$ cat src/rtl/ethpipe_csr_pkg.sv
// Shared word map, ID byte, reset values and byte-lane helpers for ethpipe_csr.
package ethpipe_csr_pkg;

  localparam logic [5:0] W_ID       = 6'h00;
  localparam logic [5:0] W_CNT0     = 6'h02;
  localparam logic [5:0] W_STATUS   = 6'h08;
  localparam logic [5:0] W_MASK     = 6'h09;
  localparam logic [5:0] W_LEN_LO   = 6'h0A;
  localparam logic [5:0] W_LEN_HI   = 6'h0B;
  localparam logic [5:0] W_CH_BASE  = 6'h10;
  localparam logic [5:0] W_PTR_BASE = 6'h30;
  localparam int W_CH_STRIDE  = 4;
  localparam int W_PTR_STRIDE = 2;

  localparam logic [7:0]  ID_BYTE        = 8'hE1;
  localparam logic [19:0] RST_DMA_LENGTH = 20'(32'h0001_0000 >> 2);
  localparam logic [31:0] RST_ADDR_BASE  = 32'h1000_0000;
  localparam logic [31:0] RST_ADDR_STEP  = 32'h0010_0000;

  // The bus carries register bits [7:0] on dat[15:8] and [15:8] on dat[7:0].
  function automatic logic [15:0] lane_swap(input logic [15:0] v);
    return {v[7:0], v[15:8]};
  endfunction

  function automatic logic [15:0] wr_merge(input logic [15:0] old, input logic [15:0] dat,
                                           input logic [1:0] sel);
    logic [15:0] r;
    r = old;
    if (sel[1]) r[7:0]  = dat[15:8];
    if (sel[0]) r[15:8] = dat[7:0];
    return r;
  endfunction

endpackage

$ cat src/rtl/ethpipe_csr_chan.sv
// One Ethernet channel's CSR state: DMA start address, TX write pointer,
// interrupt status bit and the registered dma_load strobe.
module ethpipe_csr_chan
  import ethpipe_csr_pkg::*;
#(
  parameter int CH_IDX = 0,
  parameter int PTR_W  = 14
) (
  input  logic             clk_125,
  input  logic             sys_rst,
  input  logic             wr_start_lo,
  input  logic             wr_start_hi,
  input  logic             wr_ptr,
  input  logic             wr_status,
  input  logic             len_load,
  input  logic [15:0]      wdat,
  input  logic [1:0]       wsel,
  input  logic             intr,
  output logic [29:0]      dma_addr_start,
  output logic [PTR_W-1:0] tx_wr_ptr,
  output logic             status,
  output logic             dma_load
);

  localparam logic [29:0] RST_START = 30'((RST_ADDR_BASE + RST_ADDR_STEP * CH_IDX) >> 2);

  logic clr;
  assign clr = wr_status & wsel[1] & wdat[8+CH_IDX];

  always_ff @(posedge clk_125 or posedge sys_rst) begin
    if (sys_rst) begin
      dma_addr_start <= RST_START;
      tx_wr_ptr      <= '0;
      status         <= 1'b0;
      dma_load       <= 1'b0;
    end else begin
      dma_load <= wr_start_lo | wr_start_hi | len_load;
      // a new request outranks a clear landing on the same edge
      status   <= intr | (status & ~clr);
      if (wr_start_lo)
        dma_addr_start[13:0] <= 14'(wr_merge({dma_addr_start[13:0], 2'b00}, wdat, wsel) >> 2);
      if (wr_start_hi)
        dma_addr_start[29:14] <= wr_merge(dma_addr_start[29:14], wdat, wsel);
      if (wr_ptr)
        tx_wr_ptr <= PTR_W'(wr_merge(16'(tx_wr_ptr), wdat, wsel));
    end
  end

endmodule

$ cat src/rtl/ethpipe_csr.sv
// BAR0 CSR window for ethpipe: decode, global counter with snapshot, read mux.
// Optional writable interrupt mask at word 0x09 via `ETHPIPE_CSR_INTR_MASK_EN.
module ethpipe_csr
  import ethpipe_csr_pkg::*;
#(
  parameter int CHANNELS = 2,
  parameter int PTR_W    = 14
) (
  input  logic                  clk_125,
  input  logic                  sys_rst,
  input  logic                  slv_hit_i,
  input  logic                  slv_ce_i,
  input  logic                  slv_we_i,
  input  logic [11:1]           slv_adr_i,
  input  logic [15:0]           slv_dat_i,
  input  logic [1:0]            slv_sel_i,
  output logic [15:0]           slv_dat_o,
  output logic [63:0]           global_counter,
  output logic [19:0]           dma_length,
  output logic [30*CHANNELS-1:0] dma_addr_start,
  input  logic [30*CHANNELS-1:0] dma_addr_cur,
  output logic [CHANNELS-1:0]   dma_load,
  output logic [PTR_W*CHANNELS-1:0] tx_wr_ptr,
  input  logic [PTR_W*CHANNELS-1:0] tx_rd_ptr,
  input  logic [CHANNELS-1:0]   intr_i,
  output logic                  sys_intr
);

  logic                acc, in_win, wr, rd, len_load;
  logic [5:0]          word;
  logic [47:0]         shadow;
  logic [15:0]         rd_word;
  logic [CHANNELS-1:0] status, intr_mask;

  assign acc      = slv_hit_i & slv_ce_i;
  assign in_win   = (slv_adr_i[11:7] == 5'd0);
  assign word     = slv_adr_i[6:1];
  assign wr       = acc & slv_we_i & in_win;
  assign rd       = acc & ~slv_we_i;
  assign len_load = wr & ((word == W_LEN_LO) | (word == W_LEN_HI));

  for (genvar c = 0; c < CHANNELS; c++) begin : g_ch
    localparam logic [5:0] CB = W_CH_BASE + 6'(W_CH_STRIDE * c);
    localparam logic [5:0] PB = W_PTR_BASE + 6'(W_PTR_STRIDE * c);
    ethpipe_csr_chan #(.CH_IDX(c), .PTR_W(PTR_W)) u_chan (
      .clk_125       (clk_125),
      .sys_rst       (sys_rst),
      .wr_start_lo   (wr && word == CB),
      .wr_start_hi   (wr && word == CB + 6'd1),
      .wr_ptr        (wr && word == PB),
      .wr_status     (wr && word == W_STATUS),
      .len_load      (len_load),
      .wdat          (slv_dat_i),
      .wsel          (slv_sel_i),
      .intr          (intr_i[c]),
      .dma_addr_start(dma_addr_start[30*c +: 30]),
      .tx_wr_ptr     (tx_wr_ptr[PTR_W*c +: PTR_W]),
      .status        (status[c]),
      .dma_load      (dma_load[c])
    );
  end

`ifdef ETHPIPE_CSR_INTR_MASK_EN
  always_ff @(posedge clk_125 or posedge sys_rst) begin
    if (sys_rst)
      intr_mask <= '1;
    else if (wr && word == W_MASK)
      intr_mask <= CHANNELS'(wr_merge(16'(intr_mask), slv_dat_i, slv_sel_i));
  end
`else
  assign intr_mask = '1;
`endif

  assign sys_intr = |(status & intr_mask);

  always_comb begin
    rd_word = '0;
    case (word)
      W_ID:          rd_word = {ID_BYTE, 8'(CHANNELS)};
      W_CNT0:        rd_word = global_counter[15:0];
      W_CNT0 + 6'd1: rd_word = shadow[15:0];
      W_CNT0 + 6'd2: rd_word = shadow[31:16];
      W_CNT0 + 6'd3: rd_word = shadow[47:32];
      W_STATUS:      rd_word = 16'(status);
`ifdef ETHPIPE_CSR_INTR_MASK_EN
      W_MASK:        rd_word = 16'(intr_mask);
`else
      W_MASK:        rd_word = '0;
`endif
      W_LEN_LO:      rd_word = {dma_length[13:0], 2'b00};
      W_LEN_HI:      rd_word = 16'(dma_length[19:14]);
      default:       ;
    endcase
    for (int c = 0; c < CHANNELS; c++) begin
      if (word == W_CH_BASE + 6'(W_CH_STRIDE * c))
        rd_word = {dma_addr_start[30*c +: 14], 2'b00};
      if (word == W_CH_BASE + 6'(W_CH_STRIDE * c + 1))
        rd_word = dma_addr_start[30*c+14 +: 16];
      if (word == W_CH_BASE + 6'(W_CH_STRIDE * c + 2))
        rd_word = {dma_addr_cur[30*c +: 14], 2'b00};
      if (word == W_CH_BASE + 6'(W_CH_STRIDE * c + 3))
        rd_word = dma_addr_cur[30*c+14 +: 16];
      if (word == W_PTR_BASE + 6'(W_PTR_STRIDE * c))
        rd_word = 16'(tx_wr_ptr[PTR_W*c +: PTR_W]);
      if (word == W_PTR_BASE + 6'(W_PTR_STRIDE * c + 1))
        rd_word = 16'(tx_rd_ptr[PTR_W*c +: PTR_W]);
    end
  end

  always_ff @(posedge clk_125 or posedge sys_rst) begin
    if (sys_rst) begin
      global_counter <= '0;
      shadow         <= '0;
      slv_dat_o      <= '0;
      dma_length     <= RST_DMA_LENGTH;
    end else begin
      global_counter <= global_counter + 64'd1;
      if (rd)
        slv_dat_o <= in_win ? lane_swap(rd_word) : '0;
      // upper words are frozen here so a multi-word read sees one counter value
      if (rd && in_win && word == W_CNT0)
        shadow <= global_counter[63:16];
      if (wr && word == W_LEN_LO)
        dma_length[13:0] <= 14'(wr_merge({dma_length[13:0], 2'b00}, slv_dat_i, slv_sel_i) >> 2);
      if (wr && word == W_LEN_HI)
        dma_length[19:14] <= 6'(wr_merge(16'(dma_length[19:14]), slv_dat_i, slv_sel_i));
    end
  end

endmodule

$ cat config.mk
export PLATFORM = sky130hd
export DESIGN_NAME = ethpipe_csr
export DESIGN_NICKNAME = d
export VERILOG_FILES = /design/src/rtl/ethpipe_csr_pkg.sv /design/src/rtl/ethpipe_csr_chan.sv /design/src/rtl/ethpipe_csr.sv
export SDC_FILE = /design/constraint.sdc
export NUM_CORES = 1
export LEC_CHECK = 0
export ABC_CLOCK_PERIOD_IN_PS = 16840
export BUFFER_PORTS_ARGS = -buffer_cell sky130_fd_sc_hd__buf_2
export CORE_MARGIN = 1
export CORE_UTILIZATION = 58
export CTS_CLUSTER_SIZE = 8
export DETAILED_ROUTE_END_ITERATION = 8
export GPL_TIMING_DRIVEN = 0
export PLACE_DENSITY = 0.95
export SLEW_MARGIN = 20
export SYNTH_ARGS = -nofsm -noshare
export SYNTH_HDL_FRONTEND = slang
export SYNTH_SLANG_ARGS = --single-unit
$ cat constraint.sdc
create_clock -name clk_125 -period 16.84 [get_ports clk_125]
set_input_delay 1.684 -clock clk_125 [delete_from_list [all_inputs] [get_ports clk_125]]
set_output_delay 1.684 -clock clk_125 [all_outputs]
set_load 0.01 [all_outputs]
==> qor.yml <==
via_count_of_the_first_global_routing_pass: 11900
timing.critical_path.to: "slv_dat_o[10]$_DFFE_PP0P_"
post_synth_xor_area_fraction: 0.0455
syn-mean-instance-area_sq_um: 11.0
synth-compound-area-share: 0.125
cts_made_buffers: 35
reg2reg_slack_ns: 13.94
min-delay-path-class: "reg -> reg"
nFillCells: 1338
netlist.area_leader.share: 0.494
setup-tns-final_ns: 0
worst_skew_pair.late_latency_ns: 0.52
drive_above_1_share: 0.379
routed_wirelength_microns: 50200
synth.top_cells.by_area: "dfrtp_1, mux2_2, xnor2_1, nand2_1, o21ai_0"
wire_length_of_the_first_global_routing_pass_microns: 75000
boundaryPins: 315
critPathArrivalTime_ns: 4.66
number_of_antenna_violations_at_the_first_check_in_global_routing: 4
post-place-cells: 1671
row_count: 52
postCtsHoldBufs: 0
finalHoldViolCount: 0
layout-area-overhead-vs-synth_pct: 24.9
number_of_drc_markers_in_iteration_0: 1675
design.final.nets: 1563
clock_path_buffers: 3
setup.worst_path.start: "slv_adr_i[2]"
worstReg2RegEnd: "global_counter[38]$_DFF_PP0_"
die_height_microns: 146
netlist_instances: 1085
post-route-min-period_ns: 4.30
cap_violations: 0
cts_max_level: 2
drt_drc: 0
tightest_slew_ns: 0.928
power_density_nw_per_um2: 87.5
grt_start_max_net_pins: 112
synthesis.nets: 1210
post_synth_mux_area_share: 0.156
place.gp.congestion: 1.01
avgRoutedWirePerCell_microns: 29.0
drt-vias-per-instance: 6.95
dp_slack_ns: 12.40
worst-endpoint-required_ns: 17.20
setup_violations: 0
clkSlewWorstSetupHoldPaths_ns: 0.05
layout_setup_ws_ns: 12.54
placeable_core_region_sq_um: 20200
clock_sink_count: 240
postLayoutCoreUtil: 0.737
timing.final.max_slew_violations: 0
port-buffer-count: 314
p_leak_nw: 7.54
async_flop_share: 1.00
synth.cells.most_frequent: "dfrtp_1, mux2_2, nand2_1, nor2_1, o21ai_0"
ys_warn_count: 0
cts-root-buf: "clkbuf_16"
worstRegToRegCells: 6
detail_route.first_pass.iterations: 7
cts_setup_buffers: 0
detailedPlacementHpwl_microns: 36100
final_cycle_share: 0.255
globalRoute.totalOverflow: 0
worst_setup_path_end_kind: "register"
synth-simple-area-share: 0.144
number_of_enable_type_register_cells_in_the_synthesized_netlist: 0
critical_path.max_fanout: 10
dr_total_vias: 12000
synth_top_cell_by_area: "dfrtp_1"
r2r-start: "global_counter[12]$_DFF_PP0_"
largest_family_of_logic_cells_by_synthesized_area: "multiplexers"
clock-skew-final_ns: 0.0172
chipWidth_microns: 146
dieArea_sq_um: 21200
max_clock_freq_ghz: 0.233
max-vdd-ir-drop_uv: 72.1
synth_seq_cells: 240
post_cts_resize_count: 0
stdcell_area_sq_um: 14900
run_status: "finished, final reports clean"
netlist_area_sq_um: 11900
final_cells: 1730
criticalPathCategory: "in -> reg"
dpl_cell_area_sq_um: 13900
max-slew-margin-rel: 0.379
synth-seq-area-share: 0.503
tritoncts: "built"
most_repeated_cell_in_the_gate_level_netlist_after_synthesis: "dfrtp_1"
post_synth_num_cell_types: 71
unrepaired_setup_endpoints_after_global_routing: "false"
start_util: 0.590
timing.critical_path.from_type: "input port"
share_of_synthesized_cell_area_in_full_adder_half_adder_and_majority_cells: 0.00105
synthFlopType: "dfrtp_1"
ant_nets: 0
gr-usage-all-layers: 0.474
[cells in the final DEF, fill, tap and decap left out, drive strengths merged, types with 10 or more instances in the layout]
cell type	count
buf	338
dfrtp	236
mux2	153
nand2	99
clkbuf	88
nor2	64
o21ai	53
xnor2	49
nand3	35
nor3	32
nand4	31
a21oi	28
a22oi	26
a221oi	15
a22o	14
o22ai	13
and3	13
xor2	13
inv	13
mux2i	10
[where the power goes]
part | leakage (nW) | switching, mW | internal (mW)
Combinational | 3.75 | 0.0545 | 0.0238
Sequential | 3.31 | 0.000482 | 0.578
Clock | 0.475 | 0.257 | 0.392
[through the flow]
step                      total power [mW]  hold slack (ns)
after detailed placement             0.662            0.487
after global placement               0.660            0.464
final                                 1.31            0.502
after CTS                             1.30            0.499
after global routing                  1.33            0.512
after floorplan                      0.622            0.449
[kinds of logic after synthesis]
family	after synthesis
and+or+nand+nor	331
muxes	165
AOI/OAI and AO/OA	217
DFF	240
xor gates and xnor gates	62
buffers and inverters	69
adders and majority gates	1
[worst min-delay path by stage]
stage	start	slack, ns	to	depth (start not counted)
after floorplan	shadow[30]$_DFFE_PP0P_	0.45	shadow[30]$_DFFE_PP0P_	2
after global placement	shadow[27]$_DFFE_PP0P_	0.46	shadow[27]$_DFFE_PP0P_	2
after detailed placement	global_counter[48]$_DFF_PP0_	0.49	global_counter[48]$_DFF_PP0_	1
after CTS	global_counter[48]$_DFF_PP0_	0.50	global_counter[48]$_DFF_PP0_	1
after global routing	slv_dat_o[8]$_DFFE_PP0P_	0.51	slv_dat_o[8]$_DFFE_PP0P_	1
final	global_counter[48]$_DFF_PP0_	0.50	global_counter[48]$_DFF_PP0_	1
[critical path: stages]
cell and delay (ns):
buf_2 0.10, clkbuf_1 0.36, clkbuf_1 0.61, buf_1 0.56, buf_1 0.65, a2bb2oi_1 0.14, nor2_1 0.12, a211oi_1 0.07
o21ai_0 0.24, a22oi_1 0.12
[layer usage]
| metal | global-route usage | routed length (microns) | up-vias | share of wire |
|---|---|---|---|---|
| met5 | 0 | 0 | - | 0 |
| met4 | 0.289 | 3910 | 0 | 0.078 |
| met3 | 0.146 | 6380 | 350 | 0.13 |
| met2 | 0.742 | 22600 | 1144 | 0.45 |
| met1 | 0.577 | 17300 | 5783 | 0.35 |
| li1 | - | - | 4749 | - |
[cell type report]
type | count | area [sq um] | area share
repair buffers | 316 | 1630 | 0.109
multi-input cells | 776 | 5640 | 0.378
inverters | 12 | 52.6 | 0.00352
well taps | 270 | 338 | 0.0226
diodes | 4 | 10.0 | 0.000671
plain buffers | 57 | 251 | 0.0169
clock inverters | 2 | 25.0 | 0.00168
flip-flops and latches | 240 | 6010 | 0.403
clock buffers | 53 | 965 | 0.0647
[state kept, by name (all words and copies together) (netlist names)]
name	flops
g_ch.u_chan.dma_load	2
dma_length	20
g_ch.u_chan.tx_wr_ptr	28
slv_dat_o	16
shadow	48
global_counter	64
g_ch.u_chan.dma_addr_start	60
g_ch.u_chan.status	2
Note: power is estimated with default switching activity, not from simulation.
